File: config.mk
export PLATFORM = sky130hd
export DESIGN_NAME = return_stack
export DESIGN_NICKNAME = d
export VERILOG_FILES = /design/src/rtl/cpu_pkg.sv /design/src/rtl/stack_regfile.sv /design/src/rtl/return_stack.sv
export SDC_FILE = /design/constraint.sdc
export NUM_CORES = 1
export LEC_CHECK = 0
export CAP_MARGIN = 5
export CORE_MARGIN = 3
export CORE_UTILIZATION = 54
export CTS_CLUSTER_DIAMETER = 40
export DETAILED_ROUTE_END_ITERATION = 8
export PLACE_DENSITY = 0.75
export SLEW_MARGIN = 30
export SYNTH_ARGS = -nofsm -noshare
export SYNTH_HDL_FRONTEND = slang
export SYNTH_SLANG_ARGS = --single-unit
File: constraint.sdc
create_clock -name clk -period 3.2 [get_ports clk]
set_input_delay 0.48 -clock clk [delete_from_list [all_inputs] [get_ports clk]]
set_output_delay 0.48 -clock clk [all_outputs]
set_load 0.005 [all_outputs]
File: src/rtl/cpu_pkg.sv
// Shared CPU constants: PC width, return-stack depth and the call/return
// opcode encodings used by both the control unit and the return stack.
package cpu_pkg;

  localparam int PC_W         = 10;
  localparam int RSTACK_DEPTH = 16;

  // Low two bits are don't-care; match with ==? only.
  localparam logic [5:0] OP_PUSH = 6'b1110??;
  localparam logic [5:0] OP_POP  = 6'b1111??;

  function automatic logic is_call(input logic [5:0] op);
    return op ==? OP_PUSH;
  endfunction

  function automatic logic is_ret(input logic [5:0] op);
    return op ==? OP_POP;
  endfunction

endpackage

File: src/rtl/stack_regfile.sv
// DEPTH x AW register array: one synchronous write port, one combinational
// read port. Contents are deliberately not reset.
module stack_regfile #(
  parameter int DEPTH = 16,
  parameter int AW    = 10,
  parameter int PW    = $clog2(DEPTH)
) (
  input  logic          clk,
  input  logic          we,
  input  logic [PW-1:0] waddr,
  input  logic [AW-1:0] wdata,
  input  logic [PW-1:0] raddr,
  output logic [AW-1:0] rdata
);

  logic [DEPTH-1:0][AW-1:0] mem;

  // Single write port.
  always_ff @(posedge clk) begin
    if (we) mem[waddr] <= wdata;
  end

  assign rdata = mem[raddr];

endmodule

File: src/rtl/return_stack.sv
// Return-address LIFO. sp is the occupancy and the next free slot; the top
// entry is read combinationally so a return can redirect the PC in the same
// cycle as the pop strobe.
module return_stack
  import cpu_pkg::*;
#(
  parameter int DEPTH = RSTACK_DEPTH,
  parameter int AW    = PC_W
) (
  input  logic                       clk,
  input  logic                       reset_n,
  input  logic                       push,
  input  logic                       pop,
  input  logic [AW-1:0]              ret_in,
  output logic [AW-1:0]              ret_out,
  output logic [$clog2(DEPTH):0]     count,
  output logic                       empty,
  output logic                       full,
  output logic                       ovf,
  output logic                       unf
);

  localparam int PW  = $clog2(DEPTH);
  localparam int SPW = PW + 1;

  logic [SPW-1:0] sp;
  logic [PW-1:0]  top_idx;
  logic [PW-1:0]  waddr;
  logic [AW-1:0]  rdata;
  logic           we, inc, dec, set_ovf, set_unf;

  assign empty = (sp == '0);
  assign full  = (sp == SPW'(DEPTH));
  assign count = sp;

  // When full, sp's low bits are 0 so top_idx wraps to DEPTH-1 as wanted.
  // When empty it also wraps, but ret_out is gated so that read is hidden.
  assign top_idx = sp[PW-1:0] - 1'b1;

  // Decode push/pop into write strobe and pointer moves.
  always_comb begin
    we      = 1'b0;
    waddr   = sp[PW-1:0];
    inc     = 1'b0;
    dec     = 1'b0;
    set_ovf = 1'b0;
    set_unf = 1'b0;
    unique case ({push, pop})
      2'b10: begin
        we      = !full;
        inc     = !full;
        set_ovf = full;
      end
      2'b01: begin
        dec     = !empty;
        set_unf = empty;
      end
      2'b11: begin
        // Replace top; on an empty stack this degenerates to a plain push.
        we    = 1'b1;
        inc   = empty;
        waddr = empty ? sp[PW-1:0] : top_idx;
      end
      default: ;
    endcase
  end

  // Pointer and sticky flags; reset wins over any operation this cycle.
  always_ff @(posedge clk) begin
    if (!reset_n) begin
      sp  <= '0;
      ovf <= 1'b0;
      unf <= 1'b0;
    end else begin
      if (inc)      sp <= sp + 1'b1;
      else if (dec) sp <= sp - 1'b1;
      if (set_ovf)  ovf <= 1'b1;
      if (set_unf)  unf <= 1'b1;
    end
  end

  stack_regfile #(.DEPTH(DEPTH), .AW(AW)) u_rf (
    .clk   (clk),
    .we    (we && reset_n),
    .waddr (waddr),
    .wdata (ret_in),
    .raddr (top_idx),
    .rdata (rdata)
  );

  assign ret_out = empty ? '0 : rdata;

endmodule

* Yosys cells after proc, flatten, opt, wreduce, memory -nomap -nowiden *
Index checks and enable logic that the tools add are counted.

storage, ports and cells
  register bits after elaboration = 167
  input port bits = 14
  output and inout port bits = 19
  logic and storage cells = 50

operators by class
  add/subtract/negate cells = 3
  $lt $le $gt $ge = 3
  equal/unequal tests = 4
  multiplexer cells = 15
  reductions and logical operators = 6

operators with widths
  cell                                                  number
  bitwise mux 160 bit                                   1
  binary-select mux 10 bit (select 4 bit)               1
  demux 10 bit (select 4 bit)                           1
  two-way mux 10 bit                                    3
  < comparator 4 x 5 -> 1 bit (second input constant)   2
  two-way mux 5 bit                                     2
  two-way mux 4 bit                                     2
  adder 5 x 1 -> 5 bit (second input constant)          1
  equality test 5 bit (second input constant)           1
  logical NOT 5 bit                                     1
  subtractor 5 x 1 -> 5 bit (second input constant)     1
  equality test 2 bit (second input constant)           2
  >= comparator 4 x 1 -> 1 bit (second input constant)  1
  case mux 1 bit (2 select lines)                       2
  subtractor 4 x 1 -> 4 bit (second input constant)     1
  two-way mux 1 bit                                     3
  equality test 2 x 1 -> 1 bit (second input constant)  1
  logical AND 1 bit                                     2
  logical NOT 1 bit                                     2
  nonzero test 2 bit                                    1

* Depth between registers and ports, before layout *
  depth in word-level cells = 8
  gate-level depth with buffers = 13
  mapped depth without buffers = 11

* By module *
From an unflattened synthesis, not the netlist that was laid out.

unflattened totals
  cell total of the unflattened synthesis = 351
  area, all modules = 6826.5 µm²

modules (own cells, without submodules)
  module         times used  cells each  area an instance (µm²)  seq. area each (µm²)
  stack_regfile  1           269         6153.4                  4804.6
  return_stack   1           82          673.1                   140.1

* Worst setup path before layout *
OpenSTA, ideal clock, no wires.

  kind = flip-flop to flip-flop
  start point = register sp[0], in the netlist count[0]
  end point = register sp[4], in the netlist count[4]
  library setup time = 128 ps
  arrival = 3044 ps
  data required time = 3072 ps
  setup slack = 28 ps
  stages on the path, launching flop included = 14
  buffers on the path = 2
  clock period less this slack = 3172 ps
  path through = dfxtp_1 -> clkbuf_1 -> buf_6 -> inv_1 -> ha_1 -> or3b_1 -> a211oi_4 -> inv_1 -> ha_1 -> nor2b_1 -> o21a_1 -> or2_2 -> o221ai_1 -> a31oi_1

between the ends
  longest elaborated chain between the ends = 4
  elaborated cells on any way between the ends = 11
  classes of those cells = add/sub (2); eq/ne (1); mux (4); reduce/logical (4)

RTL lines
  what                                                                               RTL line            RTL
  start, declared                                                                    return_stack.sv:26  logic [SPW-1:0] sp;
  start signal, assigned                                                             return_stack.sv:75  if (inc) sp <= sp + 1'b1;
  start signal, assigned                                                             return_stack.sv:76  else if (dec) sp <= sp - 1'b1;
  parallel branches: the longest is 4 deep, another holds subtractor 5 x 1 -> 5 bit  --

Several ways; the timed one is not identified. The select of a mux whose other input is x is not followed.
A chain may end at the register's enable or synchronous reset.

* Worst setup path after layout *
  start point = register sp[0], in the netlist count[0]
  end point = output ret_out[9]

between the ends
  longest elaborated chain between the ends = 4
  elaborated cells on any way between the ends = 5
  classes of those cells = add/sub (1); mux (3); reduce/logical (1)

RTL lines
  what                                      RTL line             RTL
  subtractor 4 x 1 -> 4 bit                 return_stack.sv:38   assign top_idx = sp[PW-1:0] - 1'b1;
  named net top_idx[0]                      return_stack.sv:27   logic [PW-1:0] top_idx;
  binary-select mux 10 bit (select 4 bit)   stack_regfile.sv:23  assign rdata = mem[raddr];
  two-way mux 10 bit (not written as such)  stack_regfile.sv:23
  two-way mux 10 bit                        return_stack.sv:91   assign ret_out = empty ? '0 : rdata;
  end, declared                             return_stack.sv:15   output logic [AW-1:0] ret_out,

The timed path passes the listed nets, and every way through them passes these cells. The select of a mux whose other input is x is not followed.

==> impl_metrics.csv <==
group,metric,value,unit
power,max-vdd-ir-drop,0.5910,mV
worst_hold_path,hp-start,"ovf",
logic_synthesis,synthCells,367,
clock_network,cts_made_buffers,17,
sta,finalSetupViolations,0,
setup_path,r2r-start,"count[0]",
cells_and_area,layout_commonest_cell,"edfxtp_1",
power,power_switching_share,0.3306,
setup_path,critPathArrivalTime,2.67,ns
power,p_leak,2.711,nW
cells_and_area,fin_cells,611,
clock_network,clock-sinks,167,
setup_path,worstPathMaxFanout,22,
sta,worst_slew_pin_slew,0.8911,ns
global_route,grt_pass1_vias,3713,
sta,clock.fmax,317.8,MHz
sta,max_slew_margin,0.4037,
setup_path,cp-start-kind,"register",
worst_hold_path,hold_class,"register to register",
setup_path,crit_family,"buffers and inverters",
placement,place.gp.congestion,0.8295,
power,p_int,5.641,mW
die,die_x,119.4,um
power,power_density,1012,nW/um^2
logic_synthesis,synthesis.area,6940,um^2
setup_path,slowest_delay,0.46,ns
placement,dp_slack,0.09283,ns
placement,port_buffers,32,
clock_network,clk_transition_reported_paths,0.07,ns
placement,place_area,7646,um^2
power,power_frac_seq,0.309,
cells_and_area,final_cell_mix,"160 x edfxtp_1, 40 x mux4_2, 32 x clkdlybuf4s50_1",
die,core.rowCount,40,
sta,hold_ws,0.4912,ns
cells_and_area,nNetsFinal,450,
setup_path,rrSetupSlack,0.21,ns
route,wl_per_cell,22.25,um
clock_network,cts_hold_buf,0,
route,vias_per_cell,5.966,
route,ant_nets,0,
die,die_h,119.4,um
power,finalPower,8.427,mW
setup_path,critPathSlowestCell,"clkdlybuf4s50_1",
logic_synthesis,synth.avg_cell_area,18.91,um^2
clock_network,htree_levels,4,
flow_run,cap_violations,0,
route,vias,3645,
sta,setup-tns-final,0,ns
power,p_clk_frac,0.231,
clock_network,clk_latency,0.42,ns
die,boundaryPins,33,
cells_and_area,drive_gt1_frac,0.2957,
global_route,grt-ovfl-total,0,
placement,dp_hpwl,8660,um
logic_synthesis,ys_seq_elements,167,
sta,period_share,0.9835,
logic_synthesis,synth_cell_types,48,
power,power.share.combinational,0.460,
setup_path,critPathBufInv,3,
route,drt_iter0_drc,300,
clock_network,tritoncts,"built",
setup_path,required,2.72,ns
global_route,antenna_found_initial,0,
setup_path,path_class,"register to output pin",
die,initial_utilization,0.5660,
sta,hold_viol,0,
sta,fin_crit,3.147,ns
logic_synthesis,ys_seq_area_frac,0.7125,
setup_path,path_cells,"inv_1 > ha_2 > buf_12 > mux4_2 > mux2i_1 > o22ai_1 > clkdlybuf4s50_1",
clock_network,clockRootBuffer,"clkbuf_16",
route,drc,0,
route,totalWireLength,13590,um
power,power_switching,2.786,mW
logic_synthesis,synth_nets,387,
global_route,grt_max_degree,51,
global_route,grt_use_total,0.2012,
setup_path,startpoint,"count[0]",
cells_and_area,fin_area,8328,um^2
global_route,grt_pass1_wl,21080,um
setup_path,end_kind,"output pin",
sta,clock_skew,0.008997,ns
cells_and_area,finish.utilization,0.6792,
logic_synthesis,yosys_warnings,0,
route,first_pass_iters,4,
die,core_area,12260,um^2
sta,layout_setup_ws,0.05291,ns
clock_network,cts_buffer_depth,2,
cells_and_area,areaGrowthSynthToFinish,19.99,%
run_status,status,"finished clean",
sta,slew_violations,0,
placement,dp.cells,577,
cells_and_area,diodes,0,
die,dieArea,14250,um^2
state kept, by name (all words and copies together) (netlist names):
| name | cells |
|---|---|
| u_rf.mem | 160 |
| count | 5 |
| ovf | 1 |
| unf | 1 |
layout make-up:
cell class,instances,area [um^2]
inverter,8,31.28
timing repair buffer,62,618.1
clock buffer,18,439.2
clock inverter,14,138.9
multi-input combinational,174,1942
sequential,167,4949
tap,168,210.2
fill,801,3934
path summary, 6_finish.rpt:
path	end	cells past startpoint
worst max register to register	count[4]	11
worst max-delay path	ret_out[9]	7
worst min-delay path	ovf	2
worst min register to register	ovf	2
routing by layer:
layer | vias to the layer above | GRT usage | share of wire
met4 | 0 | 0.07230 | 0.019
met1 | 1873 | 0.2722 | 0.42
li1 | 1630 | - | -
met2 | 124 | 0.3207 | 0.50
met5 | - | 0 | 0
met3 | 18 | 0.05176 | 0.059
logic make-up (layout without fill, tap and decap cells):
group,Yosys count,after routing,synth area share
xor gates and xnor gates,4,4,0.005049
AOI/OAI and AO/OA,37,37,0.03948
adders and majority gates,6,6,0.01190
buffers and inverters,26,102,0.01731
muxes,62,62,0.1615
DFF,167,167,0.7125
and+or+nand+nor,65,65,0.05228
worst min-delay path, delay by kind of cell (launching register included):
family / cells / cell delay (ns)
and+or+nand+nor: 1 / 0.07
DFF: 1 / 0.34
AOI/OAI and AO/OA: 1 / 0.05
power by group through the flow:
stage / logic [mW] / clock network [mW] / registers (mW)
3_3_place_gp: 3.55 / 0 / 2.64
2_1_floorplan: 2.26 / 0 / 2.63
5_1_grt: 4.13 / 2.07 / 2.61
6_report: 3.88 / 1.95 / 2.60
3_5_place_dp: 3.60 / 0 / 2.65
4_1_cts: 3.63 / 1.98 / 2.60
synth_stat cells, drive strengths merged:
master	count	area, um^2
a211oi	2	27.53
a21o	1	7.510
a21oi	7	50.05
a22o	1	8.760
a311oi	1	15.01
a31oi	2	12.51
and2	1	6.260
and3	3	28.78
and4bb	1	12.51
buf	12	66.31
clkbuf	6	22.52
clkinv	1	5.000
dfxtp	7	140.1
edfxtp	160	4805
fa	1	20.02
ha	5	62.56
inv	7	26.28
mux2i	22	220.2
mux4	40	900.9
nand2	5	18.77
nand2b	1	6.260
nand3	7	35.03
nor2	23	93.84
nor2b	7	43.79
nor3	12	75.07
nor3b	1	7.510
nor4	1	6.260
o21a	1	7.510
o21ai	8	47.55
o221ai	1	8.760
o22ai	10	62.56
o311a	1	10.01
o31a	1	8.760
o31ai	1	7.510
or2	1	6.260
or3b	1	8.760
or4b	1	13.76
xnor2	2	17.52
xor2	2	17.52
what timing repair did:
item,in CTS,in global routing
resized for setup,2,8
setup endpoints to repair,4,9
gates cloned,0,2
buffers inserted,0,0
Power figures use the tool's default switching activity.
